## src/rtl/post_uart_bridge.sv

```systemverilog
// Host UART <-> POST byte interface bridge: 8N1 receiver feeding a 4-deep FIFO
// toward the target, and an 8N1 transmitter draining target bytes to the host.
module post_uart_bridge #(
  parameter int REFCLK_FREQ = 48000000,
  parameter int BAUD        = 115200
) (
  input  logic       refclk,
  input  logic       reset,
  input  logic       uart_rxd,
  output logic       uart_txd,
  input  logic [7:0] rxout,
  input  logic       rxfull,
  output logic       rxreset,
  output logic [7:0] txin,
  input  logic       txempty,
  output logic       txstart,
  output logic       overrun
);
  localparam int BIT_TICKS  = (REFCLK_FREQ + BAUD / 2) / BAUD;
  localparam int HALF_TICKS = BIT_TICKS / 2;
  localparam int CW         = $clog2(BIT_TICKS + 1);
  // Counters load N-1 and act on the cycle they read zero, so a load spans N cycles.
  localparam logic [CW-1:0] BIT_LD  = CW'(BIT_TICKS - 1);
  localparam logic [CW-1:0] HALF_LD = CW'(HALF_TICKS - 1);

  typedef enum logic [2:0] {R_IDLE, R_START, R_DATA, R_STOP, R_WAITHIGH} rx_state_t;
  typedef enum logic [1:0] {T_IDLE, T_START, T_DATA, T_STOP} tx_state_t;

  // ---------------- receiver ----------------
  logic [1:0]    rxd_sync;
  logic          rxd_s;
  rx_state_t     r_state, r_next;
  logic [CW-1:0] r_cnt, r_cnt_n;
  logic [2:0]    r_bit, r_bit_n;
  logic [7:0]    r_shift, r_shift_n;
  logic          rx_push;

  assign rxd_s = rxd_sync[1];

  always_ff @(posedge refclk or posedge reset) begin
    if (reset) begin
      rxd_sync <= 2'b11;
      r_state  <= R_IDLE;
      r_cnt    <= '0;
      r_bit    <= '0;
      r_shift  <= '0;
    end else begin
      rxd_sync <= {rxd_sync[0], uart_rxd};
      r_state  <= r_next;
      r_cnt    <= r_cnt_n;
      r_bit    <= r_bit_n;
      r_shift  <= r_shift_n;
    end
  end

  always_comb begin
    r_next    = r_state;
    r_cnt_n   = (r_cnt != '0) ? r_cnt - CW'(1) : '0;
    r_bit_n   = r_bit;
    r_shift_n = r_shift;
    rx_push   = 1'b0;
    case (r_state)
      R_IDLE: if (!rxd_s) begin
        r_next  = R_START;
        r_cnt_n = HALF_LD;
      end
      R_START: if (r_cnt == '0) begin
        if (!rxd_s) begin
          r_next  = R_DATA;
          r_cnt_n = BIT_LD;
          r_bit_n = '0;
        end else begin
          r_next  = R_IDLE;
        end
      end
      R_DATA: if (r_cnt == '0) begin
        r_shift_n = {rxd_s, r_shift[7:1]};
        r_cnt_n   = BIT_LD;
        if (r_bit == 3'd7) r_next = R_STOP;
        else               r_bit_n = r_bit + 3'd1;
      end
      R_STOP: if (r_cnt == '0) begin
        if (rxd_s) begin
          rx_push = 1'b1;
          r_next  = R_IDLE;
        end else begin
          r_next  = R_WAITHIGH;
        end
      end
      R_WAITHIGH: if (rxd_s) r_next = R_IDLE;
      default: r_next = R_IDLE;
    endcase
  end

  // ---------------- host-to-target FIFO ----------------
  logic [7:0] fifo [4];
  logic [1:0] wp, rp;
  logic [2:0] count;
  logic       pop, push_ok;

  // Feeding only when txstart was low keeps strobes at least one cycle apart.
  assign pop     = (count != 3'd0) && txempty && !txstart;
  assign push_ok = rx_push && ((count != 3'd4) || pop);

  always_ff @(posedge refclk) begin
    if (push_ok) fifo[wp] <= r_shift;
  end

  always_ff @(posedge refclk or posedge reset) begin
    if (reset) begin
      wp      <= '0;
      rp      <= '0;
      count   <= '0;
      txstart <= 1'b0;
      txin    <= '0;
      overrun <= 1'b0;
    end else begin
      count   <= count + 3'(push_ok) - 3'(pop);
      txstart <= pop;
      if (push_ok) wp <= wp + 2'd1;
      if (pop) begin
        rp   <= rp + 2'd1;
        txin <= fifo[rp];
      end
      if (rx_push && !push_ok) overrun <= 1'b1;
    end
  end

  // ---------------- transmitter ----------------
  tx_state_t     t_state, t_next;
  logic [CW-1:0] t_cnt, t_cnt_n;
  logic [2:0]    t_bit, t_bit_n;
  logic [7:0]    t_sh, t_sh_n;
  logic          txd_n, rxreset_n;

  always_ff @(posedge refclk or posedge reset) begin
    if (reset) begin
      t_state  <= T_IDLE;
      t_cnt    <= '0;
      t_bit    <= '0;
      t_sh     <= '0;
      uart_txd <= 1'b1;
      rxreset  <= 1'b0;
    end else begin
      t_state  <= t_next;
      t_cnt    <= t_cnt_n;
      t_bit    <= t_bit_n;
      t_sh     <= t_sh_n;
      uart_txd <= txd_n;
      rxreset  <= rxreset_n;
    end
  end

  always_comb begin
    t_next    = t_state;
    t_cnt_n   = (t_cnt != '0) ? t_cnt - CW'(1) : '0;
    t_bit_n   = t_bit;
    t_sh_n    = t_sh;
    rxreset_n = 1'b0;
    case (t_state)
      T_IDLE: if (rxfull && !rxreset) begin
        t_next    = T_START;
        t_cnt_n   = BIT_LD;
        t_sh_n    = rxout;
        rxreset_n = 1'b1;
      end
      T_START: if (t_cnt == '0) begin
        t_next  = T_DATA;
        t_cnt_n = BIT_LD;
        t_bit_n = '0;
      end
      T_DATA: if (t_cnt == '0) begin
        t_cnt_n = BIT_LD;
        if (t_bit == 3'd7) t_next = T_STOP;
        else begin
          t_bit_n = t_bit + 3'd1;
          t_sh_n  = {1'b0, t_sh[7:1]};
        end
      end
      T_STOP: if (t_cnt == '0) t_next = T_IDLE;
      default: t_next = T_IDLE;
    endcase
    // Line level follows the state being entered, so uart_txd stays registered.
    case (t_next)
      T_START: txd_n = 1'b0;
      T_DATA:  txd_n = t_sh_n[0];
      default: txd_n = 1'b1;
    endcase
  end
endmodule
```

## config.mk

```make
export PLATFORM = sky130hd
export DESIGN_NAME = post_uart_bridge
export DESIGN_NICKNAME = d
export VERILOG_FILES = /design/src/rtl/post_uart_bridge.sv
export SDC_FILE = /design/constraint.sdc
export NUM_CORES = 1
export LEC_CHECK = 0
export ABC_CLOCK_PERIOD_IN_PS = 2700
export BUFFER_PORTS_ARGS = -buffer_cell sky130_fd_sc_hd__buf_4
export CORE_MARGIN = 10
export CORE_UTILIZATION = 54
export CTS_CLUSTER_DIAMETER = 200
export DETAILED_ROUTE_END_ITERATION = 10
export GPL_TIMING_DRIVEN = 0
export PLACE_DENSITY_LB_ADDON = 0.15
export SLEW_MARGIN = 20
export SYNTH_ARGS = -nofsm -noshare
export SYNTH_HDL_FRONTEND = slang
export SYNTH_SLANG_ARGS = --single-unit
```

## constraint.sdc

```tcl
create_clock -name refclk -period 2.7 [get_ports refclk]
set_input_delay 0.54 -clock refclk [delete_from_list [all_inputs] [get_ports refclk]]
set_output_delay 0.54 -clock refclk [all_outputs]
set_load 0.005 [all_outputs]
```

**Word-level counts from Yosys, hierarchy flattened**

Memory sizes are Yosys's and may differ from the RTL's. A register that Yosys moved wholly into a read port is not among the register bits.
Index checks and enable logic that the tools add are counted.

- Register bits after elaboration: 58
- Bits of input ports: 13
- RAM bits: 32
- Memories kept: 1
- Logic and storage cells: 121
- Output and inout bits: 12

Memories:

| name | depth | width | read ports | clocked after Yosys merged registers in | write ports | RTL line | RTL |
|---|---|---|---|---|---|---|---|
| fifo | 4 | 8 | 1 | 1 | 1 | 96 | `logic [7:0] fifo [4];` |

- Reductions and logical operators: 25
- Muxes and demuxes: 46
- Add/subtract/negate cells: 8
- Eq/ne operators: 24

Operators with widths:

| operator | number |
|---|---|
| two-way mux 9 bit | 8 |
| two-way mux 3 bit | 14 |
| case mux 9 bit (3 select lines) | 1 |
| two-way mux 8 bit | 3 |
| != test 2 bit (second input constant) | 12 |
| zero test 9 bit | 2 |
| case mux 9 bit (2 select lines) | 1 |
| nonzero test 9 bit | 2 |
| subtractor 9 x 1 -> 9 bit (second input constant) | 2 |
| case mux 8 bit (2 select lines) | 1 |
| case mux 3 bit (5 select lines) | 1 |
| two-way mux 2 bit | 6 |
| case mux 3 bit (2 select lines) | 2 |
| == test 3 bit (second input constant) | 3 |
| case mux 2 bit (4 select lines) | 1 |
| AND reduction 4 bit | 2 |
| two-way mux 1 bit | 7 |
| adder 3 x 1 -> 3 bit (second input constant) | 2 |
| == test 2 bit (second input constant) | 3 |
| == test 3 x 2 -> 1 bit (second input constant) | 2 |
| AND reduction 6 bit | 1 |
| nonzero test 2 bit | 3 |
| logical AND 1 bit | 5 |
| AND reduction 5 bit | 1 |
| other kinds (14) | 18 |

**Logic depth before layout (Yosys ltp)**

Gate-level depths: netlist (run 1).

- Depth in word-level cells: 7
- Depth in mapped cells: 13
- Depth with buffers taken out: 13

**Least setup slack after synthesis (run 1)**

No wires, ideal clock.

- Kind: register to register
- From: register r_cnt[5]
- To: register count[2]
- Path buffers: 0
- Setup slack: -0.017 ns
- Data required time: 2.577 ns
- Data arrival time: 2.594 ns
- Cell stages (with the launch flop): 13
- Library setup time: 0.123 ns
- Clock period less this slack: 2.717 ns
- Cell sequence: dfrtp_1 -> nor4_1 -> and4b_1 -> nand4_1 -> nor2b_1 -> inv_1 -> ha_1 -> inv_1 -> ha_1 -> inv_1 -> fa_1 -> xnor2_1 -> xnor2_1

- Longest elaborated chain between the ends: 6

Ends and longest elaborated chain:

| what | RTL line | RTL |
|---|---|---|
| from (decl) | 33 | `logic [CW-1:0] r_cnt, r_cnt_n;` |
| from (signal assigned) | 50 | `r_cnt <= r_cnt_n;` |
| zero test 9 bit | 82 | `R_STOP: if (r_cnt == '0) begin` |
| two-way mux 1 bit | 82 |  |
| two-way mux 1 bit | 62 | `case (r_state)` |
| logical AND 1 bit | 103 | `assign push_ok = rx_push && ((count != 3'd4) \|\| pop);` |
| adder 3 x 1 -> 3 bit | 118 | `count <= count + 3'(push_ok) - 3'(pop);` |
| subtractor 3 x 1 -> 3 bit | 118 |  |
| to (signal assigned) | 118 |  |
| to (decl) | 98 | `logic [2:0] count;` |

Every way passes these cells.
A chain may end at the register's enable or synchronous reset.

**Worst setup path in the final report (run 1)**

Ends and elaborated chain as after synthesis.

==> results.json, run 1 <==
{
  "synthFlopType": "dfrtp_1",
  "max_cap_violations": 0,
  "p_total_mw": 2.81,
  "multi_input_area_um2": 1700,
  "dp.cells": 461,
  "cts_root_buf": "clkbuf_8",
  "synthCells": 334,
  "irDropWorstVdd_uv": 302,
  "dr_wl_met3_um": 245,
  "synth_top_cell_by_area": "dfrtp_1",
  "synth_edf_count": 32,
  "netlist_top_cells_count": "dfrtp_1, edfxtp_1, nor2_1",
  "path_class": "reg -> reg",
  "htreeDepth": 3,
  "fin_util_pct": 63.8,
  "seq_area_um2": 2620,
  "hold_violations": 0,
  "slew_viol_final": 0,
  "syn_to_final_growth_pct": 13.9,
  "viasPerCell": 5.51,
  "dr.pass1.iters": 4,
  "core_area_um2": 7810,
  "ys_seq_area_share_pct": 59.8,
  "setup_viol": 0,
  "wl_met2_um": 3890,
  "cts_hold_buf": 0,
  "cts.path.max_buffers": 2,
  "fmaxAchievable_mhz": 380,
  "grt_max_degree": 35,
  "yosys.cell_types.count": 52,
  "wl_met1_um": 3420,
  "period_minus_slack_ns": 2.63,
  "layout.nets": 407,
  "cts_made_buffers": 9,
  "dieArea_um2": 12100,
  "synth_top_area_share_pct": 36.0,
  "cp.required_ns": 2.94,
  "fin_cells": 483,
  "initial_core_util_pct": 56.1,
  "status": "complete, no violations",
  "track_usage_pct": 13.5,
  "slew_headroom_pct": 50.2,
  "endpoint_kind": "register",
  "cp_max_fo": 3,
  "grt_setup_unrepaired": "yes",
  "timing.final.crit_share_pct": 97.4,
  "grt_pass1_wl_um": 12900,
  "synth_seq_cells": 98,
  "grt_pass1_vias": 2728,
  "worstRegToRegCells": 12,
  "drtIter0Drc": 79,
  "worstPathArrival_ns": 2.87,
  "die_y_um": 110,
  "syn_area_per_cell_um2": 13.1,
  "synth_area_leaders": "dfrtp_1, edfxtp_1, ha_1",
  "antenna_left": 0,
  "cts_tree": "done",
  "insertion_delay_ns": 0.35,
  "post-route-drc-count": 0,
  "start_kind": "register",
  "synth_most_common_cell": "dfrtp_1",
  "fin_worst_skew_ns": 0.0102,
  "antenna_cells": 0,
  "clk_pin_slew_ns": 0.10,
  "vias": 2662,
  "hold_path.class": "in -> async",
  "numClockSinks": 98,
  "synth_area_um2": 4380,
  "fillers": 604,
  "worst_pin_slew_ns": 0.740,
  "holdWs_ns": 0.186,
  "die_w_um": 110,
  "dp_hpwl_um": 5280,
  "wire_per_inst_um": 15.8,
  "drive_above_1_share_pct": 25.7,
  "grt_overflow": 0,
  "p_per_area_nw_per_um2": 564,
  "syn-num-nets": 365,
  "rows": 32,
  "place.gp.congestion": 0.778,
  "power.leakage_nw": 2.17,
  "wirelength_um": 7650,
  "ios": 25,
  "antenna_found_initial": 0,
  "io_buffers": 24,
  "yosys_warnings": 0,
  "dr.max_layer_used": "met4",
  "async_flop_share_pct": 67.3
}
[registers in the layout (all words and copies together), names as in the netlist, 8 cells and up]
signal   flops
fifo        32
r_cnt        9
r_shift      8
t_cnt        9
t_sh         8
txin         8
[layout by cell type, fill, tap and decap left out, types with 3 or more instances in the layout]
cell,n
xor2_1,3
dfrtp_1,61
and2_1,5
clkbuf_8,9
a21oi_1,15
mux4_2,8
o21ai_0,14
edfxtp_1,32
a22oi_1,7
o22ai_1,4
nand3_1,7
buf_4,30
xnor2_1,11
or4_1,3
nor4_1,3
nand2b_1,4
ha_1,15
dfstp_2,3
nand2_1,10
inv_1,16
mux2_2,18
inv_2,3
mux2i_1,3
a22o_1,5
nor2_1,29
clkinv_4,3
clkbuf_1,7
nor3_1,6
[what timing repair did]
item | 4_1_cts | 5_1_grt
setup buffers | 3 | 3
gates cloned | 0 | 0
gates resized for setup | 6 | 7
pin swaps | 4 | 6
endpoints found under the setup margin | 2 | 3
[through the flow]
step / instance area (um^2) / setup TNS [ns] / worst slack, ns
6_report: 4980 / 0 / 0.0694
4_1_cts: 4930 / 0 / 0.0431
2_1_floorplan: 4380 / 0 / 0.0602
3_3_place_gp: 4690 / -20.81 / -0.327
3_5_place_dp: 4710 / -0.481 / -0.323
5_1_grt: 4980 / -0.0494 / -0.0494
[layout make-up]
type                            instances  area share (%)
Multi-Input combinational cell        207            34.0
Tap cell                              102            2.56
Sequential cell                        98            52.5
Timing Repair Buffer                   31            4.92
Clock inverter                          6           0.879
Buffer                                  9           0.979
Inverter                               20            1.56
Clock buffer                           10            2.56
[critical path, cell delays in order, from the launching register on]
cell and delay, ns:
dfrtp_2 0.44, nor4_4 0.34, and4b_1 0.28, nand4_1 0.17
nor2b_4 0.17, inv_2 0.06, ha_4 0.21, inv_2 0.06
ha_4 0.12, inv_2 0.03, fa_2 0.37, xnor2_2 0.14
xnor2_1 0.13
[power by group]
part | total, mW | switching, mW | leakage (nW) | internal, mW
Combinational | 0.359 | 0.180 | 0.890 | 0.179
Clock | 0.837 | 0.500 | 0.0862 | 0.337
Sequential | 1.62 | 0.0411 | 1.19 | 1.58
Total | 2.81 | 0.721 | 2.17 | 2.09
[kinds of logic after synthesis]
family | synth area share, %
xor+xnor | 3.00
buf+inv | 2.83
mux | 9.43
simple gates | 10.9
flops | 59.8
fa+ha+maj | 5.32
compound gates | 8.75
[final timing paths]
check,startpoint,endpoint,slack (ns)
max,r_cnt[5],count[2],0.07
max in group asynchronous,reset,rxd_sync[0],1.92
min in group refclk,uart_rxd,rxd_sync[0],0.30
min,reset,t_sh[6],0.19
min reg2reg,rxd_sync[0],rxd_sync[1],0.36
max reg2reg,r_cnt[5],count[2],0.07
[metal layers]
layer | GRT usage (%) | vias to the layer above
met5 | 0 | -
met4 | 5.58 | 0
met3 | 2.67 | 7
met2 | 22.3 | 34
met1 | 17.1 | 1321
li1 | - | 1300
No activity file was read; power rests on OpenSTA's default activity.
==> run 2, diff against run 1 <==
--- a/config.mk
+++ b/config.mk
@@ -5,10 +5,11 @@
 export SDC_FILE = /design/constraint.sdc
 export NUM_CORES = 1
 export LEC_CHECK = 0
+export ABC_AREA = 1
 export ABC_CLOCK_PERIOD_IN_PS = 2700
 export BUFFER_PORTS_ARGS = -buffer_cell sky130_fd_sc_hd__buf_4
 export CORE_MARGIN = 10
-export CORE_UTILIZATION = 54
+export CORE_UTILIZATION = 55
 export CTS_CLUSTER_DIAMETER = 200
 export DETAILED_ROUTE_END_ITERATION = 10
 export GPL_TIMING_DRIVEN = 0
==> run 2 against run 1 <==
  * Power grew 19%
  * Via count grew 21%
  * Flip-flop and latch count is the same
  * Worst hold slack gained 0.012 ns
  * Setup slack gained 0.22 ns
  * Die area grew 2.6%
==> results.json, run 2 <==
{
  "cp_slowest_cell": "fa_1",
  "hold_violations": 0,
  "yosys.cell_types.count": 39,
  "drive_above_1_share_pct": 17.0,
  "fin_util_pct": 62.9,
  "grtUsageMet3_pct": 3.44,
  "netlist_top_cells_count": "nand2_1, dfrtp_1, inv_1",
  "synth_top_cell_by_area": "dfrtp_1",
  "ys_seq_area_share_pct": 56.9,
  "cts_tree": "done",
  "antenna_found_initial": 0,
  "die_w_um": 111,
  "path_cells": "inv_1 -> nand3b_1 -> nand3b_1 -> buf_2 -> clkinvlp_4 -> ha_1 -> inv_1 -> ha_1 -> inv_1 -> fa_1 -> inv_1",
  "endpoint_kind": "register",
  "hold_path.class": "in -> async",
  "dr.pass1.iters": 4,
  "dp_hpwl_um": 5920,
  "power.leakage_nw": 2.50,
  "reg2reg_from": "count[1]",
  "r2r_end": "count[1]",
  "use_met2_pct": 21.8,
  "clkPwrFrac_pct": 29.0,
  "use_met1_pct": 16.7,
  "initial_core_util_pct": 56.2,
  "worstRegToRegCells": 11,
  "antenna_left": 0,
  "intPower_mw": 2.39,
  "numClockSinks": 98,
  "grt_most_used_layer": "met2",
  "synth_seq_cells": 98,
  "slew_viol_final": 0,
  "wirelength_um": 8300,
  "vias": 3209,
  "period_minus_slack_ns": 2.41,
  "syn-num-nets": 509,
  "grt_max_degree": 35,
  "antenna_cells": 0,
  "synthCells": 478,
  "cts_made_buffers": 9,
  "insertion_delay_ns": 0.36,
  "layout.nets": 545,
  "cts_hold_buf": 0,
  "synth_area_um2": 4600,
  "largest_reg_flops": 32,
  "post-route-drc-count": 0,
  "final_common_cell": "nand2_1",
  "grt_setup_unrepaired": "no",
  "dieArea_um2": 12400,
  "slew_headroom_pct": 47.3,
  "worst_slack_ns": 0.294,
  "dp.cells": 608,
  "synth_most_common_cell": "nand2_1",
  "top_register": "fifo",
  "htreeDepth": 3,
  "start_kind": "register",
  "fillers": 690,
  "cts_root_buf": "clkbuf_8",
  "path_class": "reg -> reg",
  "clk_pin_slew_ns": 0.10,
  "fmaxAchievable_mhz": 416,
  "core_area_um2": 8180,
  "wire_per_inst_um": 13.3,
  "fin_worst_skew_ns": 0.0107,
  "p_per_area_nw_per_um2": 652,
  "worstPathArrival_ns": 2.67,
  "setup_viol": 0,
  "viasPerCell": 5.14,
  "worst_pin_slew_ns": 0.787,
  "cp.required_ns": 2.96,
  "power_frac_seq_pct": 50.5,
  "cp_max_fo": 11,
  "syn_area_per_cell_um2": 9.62,
  "io_buffers": 24,
  "synth_edf_count": 32,
  "grt_overflow": 0,
  "rows": 33,
  "track_usage_pct": 13.5,
  "yosys_warnings": 0,
  "place_ws_ns": 0.135,
  "place.gp.congestion": 0.787,
  "async_flop_share_pct": 67.3,
  "timing.reg2reg.setup_slack_ns": 0.29,
  "timing.final.crit_share_pct": 89.1,
  "fin_cells": 624,
  "max_cap_violations": 0,
  "grt_pass1_vias": 3240,
  "largestRegisters": "fifo (32), r_cnt (9), t_cnt (9)",
  "synth_top_area_share_pct": 34.3,
  "grt_pass1_wl_um": 14300,
  "p_sw_mw": 0.968,
  "p_sw_share_pct": 28.8,
  "p_total_mw": 3.36,
  "synth_area_leaders": "dfrtp_1, edfxtp_1, nand2_1",
  "cts.path.max_buffers": 2,
  "drtIter0Drc": 135,
  "critical-path-max-stage-delay_ns": 0.48,
  "irDropWorstVdd_uv": 335,
  "cp_common_cell": "inv_1",
  "layout_common_cells": "nand2_1, dfrtp_1, inv_1",
  "syn_to_final_growth_pct": 11.9,
  "status": "complete, no violations",
  "pwr-share-comb_pct": 20.4,
  "synthFlopType": "dfrtp_1",
  "die_y_um": 111,
  "ios": 25
}
-- run 2: cell types whose count changed in the layout (fill, tap and decap cells not counted), sizes merged, moves of 8 or more --
cell	delta
inv	+46
mux2	-18
mux4	-8
nand2	+100
nand3	+17
nor2	+24
o21ai	+39
xnor2	-9
-- run 2: worst max path at each step --
stage                        start        to  slack (ns)  cells past startpoint
after floorplan              reset  count[0]        0.51                      1
after global placement       reset     rp[0]       -0.36                      2
after detailed placement   txempty  count[1]        0.13                     10
after CTS                 count[1]  count[1]        0.18                     11
after global routing      count[1]  count[2]        0.10                     11
final                     count[1]  count[1]        0.29                     11
-- run 2: kinds of logic after synthesis --
kind of cell | Yosys count | share of synthesized area (%)
AO/OA/AOI/OAI | 76 | 9.52
XOR/XNOR | 10 | 1.90
adder cells (fa/ha/maj) | 18 | 5.06
buffers and inverters | 74 | 6.72
flip-flops | 98 | 56.9
AND/OR/NAND/NOR | 202 | 19.9
-- run 2: stage by stage --
stage	TNS, ns	hold slack, ns	instance area [um^2]
2_1_floorplan	0	0.345	4600
3_3_place_gp	-22.64	0.346	4910
3_5_place_dp	0	0.349	4930
4_1_cts	0	0.200	5140
5_1_grt	0	0.208	5150
6_report	0	0.198	5150
-- run 2: timing repair --
item / CTS / global route
endpoints found under the setup margin: 0 / 2
buffers inserted: 0 / 0
gates resized for setup: 0 / 1
-- run 2: worst max-delay path: cells and delay by family, from the launching register on --
| family | cells | cell delay [ns] |
|---|---|---|
| adders and majority gates | 3 | 0.95 |
| buffers and inverters | 6 | 0.74 |
| DFF | 1 | 0.44 |
| and+or+nand+nor | 2 | 0.17 |
-- run 2: final cells by class --
type	instances	area (um^2)	share of cell area (%)
flip-flops and latches	98	2620	50.8
clock inverters	6	72.6	1.41
well taps	105	131	2.55
multi-input cells	306	1670	32.5
clock buffers	10	138	2.67
inverters	66	254	4.94
repair buffers	25	200	3.89
plain buffers	8	61.3	1.19
-- run 2: layer usage --
| layer | wire (um) | share of wire (%) |
|---|---|---|
| met5 | 0 | 0 |
| met1 | 3920 | 47 |
| met3 | 378 | 4.6 |
| met2 | 3870 | 47 |
| met4 | 132 | 1.6 |
-- run 2: power groups by stage --
stage / clock, mW / sequential (mW) / combinational, mW
global route: 1.06 / 1.71 / 0.788
detailed placement: 0 / 1.73 / 0.692
CTS: 1.00 / 1.70 / 0.693
finish: 0.974 / 1.70 / 0.686
global placement: 0 / 1.72 / 0.664
floorplan: 0 / 1.72 / 0.432
